File: src/rtl/pulse_train_tx_if.sv
// Request/response bundle for pulse_train_tx: count handshake plus pin and status outputs.
interface pulse_train_tx_if #(
  parameter int CNT_W = 4
);
  logic             start_valid;
  logic [CNT_W-1:0] start_count;
  logic             start_ready;
  logic             pin_out;
  logic             busy;
  logic             done;

  modport master (
    output start_valid, start_count,
    input  start_ready, pin_out, busy, done
  );

  modport slave (
    input  start_valid, start_count,
    output start_ready, pin_out, busy, done
  );
endinterface

File: src/rtl/pulse_train_tx.sv
// Drives pin_out with N high/low pulses of fixed length so the button input logic
// sees N presses; a one-cycle done strobe marks the end of each train.
module pulse_train_tx #(
  parameter int HIGH_CYCLES = 160000,
  parameter int LOW_CYCLES  = 160000,
  parameter int CNT_W       = 4
) (
  input  logic CLK,
  input  logic RST,
  pulse_train_tx_if.slave bus
);

  localparam int MAX_CYCLES = (HIGH_CYCLES > LOW_CYCLES) ? HIGH_CYCLES : LOW_CYCLES;
  localparam int TIMER_W    = $clog2(MAX_CYCLES + 1);
  localparam logic [TIMER_W-1:0] HIGH_LOAD = TIMER_W'(HIGH_CYCLES - 1);
  localparam logic [TIMER_W-1:0] LOW_LOAD  = TIMER_W'(LOW_CYCLES - 1);

  typedef enum logic [1:0] {IDLE, HIGH, LOW} state_t;

  state_t             state;
  state_t             state_next;
  logic [TIMER_W-1:0] timer;
  logic [CNT_W-1:0]   remaining;
  logic               pin_q;
  logic               done_q;
  logic               pin_next;
  logic               done_next;
  logic               accept;
  logic               timer_expired;
  logic               last_pulse;
  logic               idle;

  assign idle          = (state == IDLE);
  assign accept        = idle && bus.start_valid;
  assign timer_expired = (timer == '0);
  assign last_pulse    = (remaining == CNT_W'(1));

  always_ff @(posedge CLK or posedge RST) begin
    if (RST) begin
      state <= IDLE;
    end else begin
      state <= state_next;
    end
  end

  always_comb begin
    state_next = state;
    case (state)
      IDLE: begin
        if (accept && (bus.start_count != '0)) begin
          state_next = HIGH;
        end
      end
      HIGH: begin
        if (timer_expired) begin
          state_next = LOW;
        end
      end
      LOW: begin
        if (timer_expired) begin
          state_next = last_pulse ? IDLE : HIGH;
        end
      end
      default: state_next = IDLE;
    endcase
  end

  // pin and done are computed one cycle ahead so both leave the block from flops.
  always_comb begin
    pin_next  = (state_next == HIGH);
    done_next = (accept && (bus.start_count == '0)) ||
                ((state == LOW) && timer_expired && last_pulse);
  end

  // Each phase loads length-1 and counts down to zero, so a phase lasts exactly its length.
  always_ff @(posedge CLK or posedge RST) begin
    if (RST) begin
      timer     <= '0;
      remaining <= '0;
      pin_q     <= 1'b0;
      done_q    <= 1'b0;
    end else begin
      pin_q  <= pin_next;
      done_q <= done_next;
      case (state)
        IDLE: begin
          if (accept) begin
            remaining <= bus.start_count;
            timer     <= HIGH_LOAD;
          end
        end
        HIGH: begin
          timer <= timer_expired ? LOW_LOAD : timer - TIMER_W'(1);
        end
        LOW: begin
          if (timer_expired) begin
            if (remaining != '0) begin
              remaining <= remaining - CNT_W'(1);
            end
            timer <= HIGH_LOAD;
          end else begin
            timer <= timer - TIMER_W'(1);
          end
        end
        default: begin
          timer     <= '0;
          remaining <= '0;
        end
      endcase
    end
  end

  assign bus.start_ready = idle;
  assign bus.busy        = !idle;
  assign bus.pin_out     = pin_q;
  assign bus.done        = done_q;

endmodule

File: src/flat_wrapper.sv
// flat-port wrapper written by rule: the top's interface ports become plain ports
module pulse_train_tx_flat 
#(
  parameter int HIGH_CYCLES = 160000,
  parameter int LOW_CYCLES  = 160000,
  parameter int CNT_W       = 4
)
  (CLK, RST, bus_start_valid, bus_start_count, bus_start_ready, bus_pin_out, bus_busy, bus_done);
  pulse_train_tx_if #(.CNT_W(CNT_W)) bus_i ();
  input  logic CLK;
  input  logic RST;
  input wire logic [$bits(bus_i.start_valid)-1:0] bus_start_valid;
  input wire logic [$bits(bus_i.start_count)-1:0] bus_start_count;
  output wire logic [$bits(bus_i.start_ready)-1:0] bus_start_ready;
  output wire logic [$bits(bus_i.pin_out)-1:0] bus_pin_out;
  output wire logic [$bits(bus_i.busy)-1:0] bus_busy;
  output wire logic [$bits(bus_i.done)-1:0] bus_done;
  assign bus_i.start_valid = bus_start_valid;
  assign bus_i.start_count = bus_start_count;
  assign bus_start_ready = bus_i.start_ready;
  assign bus_pin_out = bus_i.pin_out;
  assign bus_busy = bus_i.busy;
  assign bus_done = bus_i.done;
  pulse_train_tx #(.HIGH_CYCLES(HIGH_CYCLES), .LOW_CYCLES(LOW_CYCLES), .CNT_W(CNT_W)) u_core (.CLK(CLK), .RST(RST), .bus(bus_i));
endmodule
File: config.mk
export PLATFORM = sky130hd
export DESIGN_NAME = pulse_train_tx_flat
export DESIGN_NICKNAME = d
export VERILOG_FILES = /design/src/rtl/pulse_train_tx_if.sv /design/src/rtl/pulse_train_tx.sv /design/src/flat_wrapper.sv
export SDC_FILE = /design/constraint.sdc
export NUM_CORES = 1
export LEC_CHECK = 0
export CORE_UTILIZATION = 45
export CTS_CLUSTER_DIAMETER = 40
export CTS_CLUSTER_SIZE = 8
export DETAILED_ROUTE_END_ITERATION = 7
export PLACE_DENSITY = 0.66
export SLEW_MARGIN = 5
export SYNTH_ARGS = -nofsm -noshare
export SYNTH_HDL_FRONTEND = slang
export SYNTH_SLANG_ARGS = --single-unit
File: constraint.sdc
create_clock -name CLK -period 2.4 [get_ports CLK]
set_input_delay 0.24 -clock CLK [delete_from_list [all_inputs] [get_ports CLK]]
set_output_delay 0.24 -clock CLK [all_outputs]
set_load 0.01 [all_outputs]
# Word level (Yosys, flattened, before mapping)
# Cells that the tools add are included.
op_classes:
  add_sub_neg: 2
  reduce_logical: 14
  muxes: 12
  n_bitwise: 1
  n_eq_ne: 7
op_table:
  columns: ["operator", "n"]
  rows:
  - ["$mux 18", 2]
  - ["$pmux 18 s2", 1]
  - ["$logic_not 18->1", 1]
  - ["$sub 18x1->18 const B", 1]
  - ["$mux 4", 3]
  - ["$pmux 4 s3", 1]
  - ["$reduce_bool 4->1", 2]
  - ["$mux 2", 3]
  - ["$pmux 2 s3", 1]
  - ["$logic_and 1x1->1", 5]
  - ["$eq 2x1->1 const B", 2]
  - ["$eq 4x1->1 const B", 1]
  - ["$logic_not 4->1", 1]
  - ["$ne 2x1->1 const B", 2]
  - ["$reduce_and 4->1", 1]
  - ["$sub 4x1->4 const B", 1]
  - ["$eq 2x2->1 const B", 1]
  - ["$logic_not 2->1", 1]
  - ["$ne 2x2->1 const B", 1]
  - ["$reduce_or 2->1", 1]
  - ["$logic_not 1->1", 1]
  - ["$logic_or 1x1->1", 1]
  - ["$mux 1", 1]
  - ["$not 1->1", 1]
word_totals:
  register_bits: 26
  inputBits: 7
  word_cells: 41
  out_inout_bits: 4

# Logic depth before layout (Yosys ltp)
# Gate-level depths: netlist (run 1).
logic_depth:
  depth_word: 6
  ltp_mapped: 8

# Worst setup path before layout (run 1)
# OpenSTA, ideal clock, no wires.
synth_timing:
  kind: "register -> register"
  from: "register u_core.timer[0]"
  to: "register u_core.timer[16]"
  arrival_time_ps: 2100
  path_stages_with_launch: 8
  setup_ps: 125
  slack_ps: 176
  period_less_slack_ps: 2224
  cell_sequence: "dfrtp_1 > inv_1 > ha_1 > or4b_1 > nor4_4 > a21oi_1 > and3_1 > mux2_2"
synth_between:
  elab_chain_cells: 3
synth_lines:
  columns: ["element", "line_no", "text"]
  rows:
  - ["start: declaration", "pulse_train_tx.sv:22", "logic [TIMER_W-1:0] timer;"]
  - ["start signal: assignment", "pulse_train_tx.sv:93", "timer <= timer_expired ? LOW_LOAD : timer - TIMER_W'(1);"]
  - ["start signal: assignment", "pulse_train_tx.sv:102", "timer <= timer - TIMER_W'(1);"]
  - ["$sub 18x1->18 / $logic_not 18->1 (equally long branches)", "pulse_train_tx.sv:93, pulse_train_tx.sv:102, pulse_train_tx.sv:35", null]
  - ["$mux 18 (*)", "pulse_train_tx.sv:93, pulse_train_tx.sv:96", null]
  - ["$pmux 18 s2 (*)", "pulse_train_tx.sv:85", "case (state)"]
# Every way passes the cells marked *; elsewhere a longest branch is shown, timed or not.
# A chain may end at the register's enable or synchronous reset.

# Worst setup path in the final report (run 1)
layout_timing:
  from: "register u_core.state[0]"
  to: "register u_core.remaining[3]"
layout_between:
  elab_chain_cells: 4
layout_lines:
  columns: ["element", "line_no", "text"]
  rows:
  - ["start: declaration", "pulse_train_tx.sv:20", "state_t state;"]
  - ["start signal: assignment", "pulse_train_tx.sv:42", "state <= state_next;"]
  - ["$logic_not 2->1", "pulse_train_tx.sv:33, pulse_train_tx.sv:85", null]
  - ["$logic_and 1x1->1", "pulse_train_tx.sv:34", "assign accept = idle && bus.start_valid;"]
  - ["$ne 2x1->1 (no line)", null, null]
  - ["$reduce_and 4->1 (no line)", null, null]
  - ["end signal: assignment", "pulse_train_tx.sv:88", "remaining <= bus.start_count;"]
  - ["end signal: assignment", "pulse_train_tx.sv:98", "remaining <= remaining - CNT_W'(1);"]
  - ["end: declaration", "pulse_train_tx.sv:23", "logic [CNT_W-1:0] remaining;"]
# Parallel ways exist; a longest one is shown, timed or not.

==> results of run 1 <==
[registers in the layout, summed over array words and instances (netlist names)]
register,flops
u_core.timer,18
u_core.remaining,4
u_core.state,2
u_core.bus.done,1
u_core.bus.pin_out,1
[cell families (layout without fill, tap and decap cells)]
logic type / count (synthesis) / after routing / synth area share
and+or+nand+nor: 78 / 78 / 0.239
AOI/OAI and AO/OA: 73 / 73 / 0.269
DFF: 26 / 26 / 0.377
buffers and inverters: 19 / 40 / 0.0457
adders and majority gates: 7 / 7 / 0.0508
muxes: 3 / 3 / 0.0181
[worst paths after layout]
kind,start,end,slack [ns],cells after the start
worst max-delay path,u_core.state[0],u_core.remaining[3],0.12,8
worst min-delay path,RST,u_core.timer[16],0.31,3
worst max register to register,u_core.state[0],u_core.remaining[3],0.12,8
worst min register to register,u_core.timer[6],u_core.timer[6],0.53,2
max in group asynchronous,RST,u_core.timer[5],1.84,3
min in group CLK,u_core.timer[6],u_core.timer[6],0.53,2
[placed cells by master (no fill, tap or decap), drive strengths merged, types with 3 or more instances in the layout]
master         count
o21ai             21
nand3              5
o41ai              3
or3                6
o32a               3
ha                 7
a21oi             20
nand4              3
buf               15
nor3               6
nor2b              4
clkbuf             3
nand2             20
a31oi              9
nand2b             5
nor2              17
clkdlybuf4s50     10
inv               11
dfrtp             26
[cell type report]
type / count / share of cell area
multi-input cells: 161 / 0.490
inverters: 11 / 0.0203
repair buffers: 25 / 0.105
clock buffers: 3 / 0.0203
flip-flops and latches: 26 / 0.320
clock inverters: 1 / 0.0148
well taps: 48 / 0.0296
[worst max-delay path: stages (launching register included)]
cell and delay [ns]:
dfrtp_1 0.46, inv_1 0.11, ha_1 0.35, nor2b_1 0.31, buf_4 0.22, nor3_1 0.05, a31oi_1 0.42, nor2_1 0.11
a2bb2oi_1 0.14
[metal layers]
layer  GRT usage  vias to the layer above  share of wire
li1            -                      808              -
met1       0.338                      821           0.46
met2       0.368                       68           0.45
met3      0.0196                       11          0.063
met4      0.0881                        0          0.020
met5           0                        -              0
[through the flow]
stage	power [mW]	util	worst slack, ns
after floorplan	1.70	-	0.176
after global placement	2.13	0.533	0.102
after detailed placement	2.16	0.533	0.0368
after CTS	2.53	0.553	0.0194
after global routing	2.76	0.555	0.00787
final	2.55	0.555	0.123
[power groups by stage]
stage | Combinational (mW) | Sequential, mW | Clock (mW)
finish | 1.42 | 0.759 | 0.368
global route | 1.58 | 0.785 | 0.394
CTS | 1.41 | 0.754 | 0.371
detailed placement | 1.40 | 0.760 | 0
global placement | 1.37 | 0.758 | 0
floorplan | 0.953 | 0.747 | 0
[repair_timing]
item / CTS / global route
setup endpoints to repair: 0 / 14
gates resized for setup: 0 / 1
buffers inserted: 0 / 1
==> flow_metrics.py, run 1 <==
metrics = {
    "global_routing": {
        "grt_pass1_vias": 1608,
        "overflow": 0,
        "grt_max_degree": 27,
        "antenna_found_initial": 0,
        "grt_pass1_wl_microns": 7490,
        "grt_util_all_layers": 0.236,
    },
    "power_and_ir_drop": {
        "ir_worst_vdd_v": 0.000572,
        "leakage_nw": 0.878,
        "p_per_area_nw_per_um2": 1260,
        "seqPwrFrac": 0.298,
        "p_comb_frac": 0.558,
        "switchingPower_mw": 1.12,
        "swShare": 0.440,
        "internal-power_mw": 1.43,
        "p_clk_frac": 0.144,
    },
    "yosys": {
        "synth_top_area_share": 0.377,
        "syn_area_sq_um": 1720,
        "synth-seq-cells": 26,
        "ys.flop_type": "dfrtp_1",
        "netlist_top_cells_count": "26 x dfrtp_1, 20 x a21oi_1, 20 x o21ai_0",
        "synth-edff-count": 0,
        "synth_top_area_cell": "dfrtp_1",
        "ys_types": 46,
        "ys_top_cells_by_area": "dfrtp_1 38%, a21oi_1 5.8%, o21ai_0 5.8%, ha_1 5.1%, nand2_1 4.1%",
        "ys_async_sr_fraction": 1.00,
        "ys_warn_count": 0,
        "yosysSeqAreaShare": 0.377,
        "synth.avg_cell_area_sq_um": 8.37,
        "yosysMostFrequentCell": "dfrtp_1",
        "synthCells": 206,
        "syn_nets": 220,
    },
    "place": {
        "gp_congestion": 0.907,
        "dp_hpwl_microns": 3270,
        "place_area_sq_um": 1950,
        "portBuffers": 10,
        "place_inst": 270,
    },
    "finish": {
        "multi_input_area_sq_um": 995,
        "stdcell_count": 275,
        "fin_area_sq_um": 2030,
        "nFillCells": 361,
        "seqCellArea_sq_um": 651,
        "layout.nets": 242,
        "drive_gt1_frac": 0.115,
        "syn_to_final_growth_pct": 17.8,
        "antennaDiodeCount": 0,
    },
    "route": {
        "viasPerCell": 6.21,
        "vias": 1708,
        "drtAntennaViolNets": 0,
        "drc_errors": 0,
        "drt_iter0_drc": 119,
        "drt_wl_total_microns": 4390,
        "drtPass1Iterations": 4,
        "wl_per_cell_microns": 16.0,
    },
    "sta": {
        "hold_violations": 0,
        "maxSlewViolCount": 0,
        "tns_ns": 0,
        "clock_skew_ns": 0.00196,
        "fin_hold_ws_ns": 0.312,
        "rsz0062_at_grt": "false",
        "slew_headroom": 0.655,
        "fmax_mhz": 439,
        "finalWorstPathRequiredPeriod_ns": 2.28,
        "finalCritPeriodShare": 0.949,
        "setup_viol": 0,
        "worst_slew_pin_slew_ns": 0.516,
    },
    "die": {
        "core_area_sq_um": 3660,
        "dieArea_sq_um": 4080,
        "io_pins": 11,
        "fp.dieH_microns": 63.9,
        "fp-row-count": 22,
        "die_w_microns": 63.9,
        "initial_core_util": 0.471,
    },
    "clocking": {
        "cts_made_buffers": 3,
        "hold_buffers": 0,
        "path_clk_slew_ns": 0.09,
        "cts_buffer_depth": 2,
        "cts_tree": "done",
        "clk_latency_ns": 0.27,
        "h-tree-depth": 1,
        "ctsRootBufferMaster": "clkbuf_8",
        "cts_sinks": 26,
    },
    "run": {
        "maxCapViolCount": 0,
    },
    "setup_path": {
        "path_class": "reg -> reg",
        "worstPathMaxFanout": 8,
        "end_kind": "flip-flop",
        "required_ns": 2.57,
        "cp.arrival_ns": 2.45,
        "start_kind": "flip-flop",
    },
    "min_path": {
        "hold_path_class": "in -> async",
    },
    "outcome": {
        "status": "complete, no violations",
    },
}
Note: power is estimated with default switching activity, not from simulation.
==> run 2, diff against run 1 <==
- CORE_UTILIZATION: 45 -> 53
- PLACE_DENSITY: 0.66 -> 0.75
==> run 2 against run 1 <==
  * First-iteration DRC count increased by 27%
  * Clock power shrank 49%
  * Power down 7.7%
  * Register-to-register slack worse by 0.06 ns
  * Combinational power fell by 4%
  * Fmax is 2.7% lower
  * Non-clock buffer count is 5 lower
  * Sequential share of layout area up 1.1 points
  * Critical path depth fell by 2
  * Sequential cell count stayed put
  * Largest cell class unchanged
==> flow_metrics.py, run 2 (same netlist as run 1, synthesis figures left out) <==
metrics = {
    "global_routing": {
        "overflow": 0,
        "grt_max_degree": 27,
        "grt_pass1_vias": 1667,
        "grt_util_all_layers": 0.292,
        "grt_pass1_wl_microns": 7690,
        "antenna_found_initial": 0,
    },
    "place": {
        "dp_hpwl_microns": 3200,
        "gp_congestion": 0.947,
        "place_area_sq_um": 1890,
        "portBuffers": 10,
    },
    "finish": {
        "regMostFlops": "u_core.timer",
        "fin_util": 0.639,
        "final_common_cell": "dfrtp_1",
        "final_cell_mix": "26 x dfrtp_1, 20 x a21oi_1, 19 x nand2_1, 19 x o21ai_0, 17 x nor2_1",
        "antennaDiodeCount": 0,
        "largest_reg_flops": 18,
        "syn_to_final_growth_pct": 14.0,
        "fin_area_sq_um": 1970,
        "drive_gt1_frac": 0.113,
        "reg_top3": "u_core.timer (18), u_core.remaining (4), u_core.state (2)",
        "layout.nets": 237,
    },
    "clocking": {
        "clk_latency_ns": 0.33,
        "cts_made_buffers": 3,
        "hold_buffers": 0,
        "cts_tree": "done",
        "path_clk_slew_ns": 0.14,
        "cts_sinks": 26,
        "cts_buffer_depth": 2,
        "ctsRootBufferMaster": "clkbuf_4",
        "h-tree-depth": 1,
    },
    "setup_path": {
        "rr_endpoint": "u_core.timer[1]",
        "path_class": "reg -> reg",
        "start_kind": "flip-flop",
        "crit_path_start": "u_core.timer[9]",
        "worstPathMaxFanout": 11,
        "cp.arrival_ns": 2.59,
        "rr_startpoint": "u_core.timer[9]",
        "required_ns": 2.65,
        "end_kind": "flip-flop",
        "worst-r2r-setup-slack_ns": 0.06,
        "r2r_cells": 6,
    },
    "die": {
        "fp.dieH_microns": 59.0,
        "die_w_microns": 59.0,
        "initial_core_util": 0.560,
        "fp-row-count": 20,
        "io_pins": 11,
        "core_area_sq_um": 3080,
        "dieArea_sq_um": 3490,
    },
    "sta": {
        "finalWorstPathRequiredPeriod_ns": 2.34,
        "clock_skew_ns": 0.00954,
        "finalCritPeriodShare": 0.975,
        "maxSlewViolCount": 0,
        "hold_violations": 0,
        "slew_headroom": 0.636,
        "worst_slew_pin_slew_ns": 0.545,
        "fmax_mhz": 427,
        "tns_ns": 0,
        "setup_viol": 0,
    },
    "route": {
        "drc_errors": 0,
        "viasPerCell": 6.47,
        "drtPass1Iterations": 4,
        "wl_per_cell_microns": 17.0,
        "drt_iter0_drc": 151,
        "drtAntennaViolNets": 0,
        "vias": 1715,
        "drt_wl_total_microns": 4500,
    },
    "min_path": {
        "hold_path_class": "in -> async",
    },
    "power_and_ir_drop": {
        "power.total_mw": 2.35,
        "leakage_nw": 0.838,
        "p_per_area_nw_per_um2": 1200,
        "ir_worst_vdd_v": 0.000545,
    },
    "run": {
        "maxCapViolCount": 0,
    },
    "outcome": {
        "status": "complete, no violations",
    },
}
==> run 2: changes by cell type in the layout (fill, tap and decap cells not counted) <==
cell       change
a221oi_1       -1
a221oi_2       +1
a31oi_1        -2
a31oi_2        +2
buf_4          -5
bufinv_16      -1
clkbuf_4       +3
clkbuf_8       -3
o21ai_1        -1
o21ai_2        +1
or4b_1         -1
or4b_4         +1
==> run 2: critical path: stages (launching register included) <==
cell and delay (ns):
dfrtp_1 0.48, or4_4 0.61, nor4_4 0.42, buf_4 0.19, nand2_2 0.15, a211o_1 0.34, o211ai_2 0.07
==> run 2: report_power, final <==
group	internal [mW]	switching, mW
logic	0.560	0.807
registers	0.606	0.191
clock network	0.0590	0.130
==> run 2: worst max-delay path by stage <==
stage                        to  cells past startpoint  slack [ns]
5_1_grt        u_core.timer[16]                      8       -0.01
2_1_floorplan  u_core.timer[16]                      7        0.18
6_report        u_core.timer[1]                      6        0.06
3_3_place_gp   u_core.timer[16]                      7        0.10
3_5_place_dp   u_core.timer[16]                      7        0.04
4_1_cts        u_core.timer[16]                      7        0.02
==> run 2: what timing repair did <==
item	CTS	global route
gates resized for setup	0	6
setup buffers	0	3
setup endpoints to repair	0	17
==> run 2: final cells by class <==
class	count	area, sq um
Timing Repair Buffer	20	175
Multi-Input combinational cell	161	1020
Tap cell	44	55.1
Clock buffer	3	22.5
Sequential cell	26	651
Inverter	11	41.3
Fill cell	265	1110
==> run 2: metal layers <==
| layer | vias up | track usage | wire length, microns |
|---|---|---|---|
| li1 | 800 | - | - |
| met1 | 813 | 0.380 | 1970 |
| met2 | 89 | 0.468 | 2140 |
| met3 | 13 | 0.0480 | 284 |
| met4 | 0 | 0.150 | 107 |
| met5 | - | 0 | 0 |
==> run 2: through the flow <==
| stage | hold slack (ns) | instances | worst slack [ns] |
|---|---|---|---|
| CTS | 0.284 | 262 | 0.0206 |
| detailed placement | 0.501 | 259 | 0.0436 |
| floorplan | 0.280 | 206 | 0.176 |
| global route | 0.290 | 265 | -0.0109 |
| finish | 0.255 | 265 | 0.0592 |
| global placement | 0.507 | 259 | 0.101 |
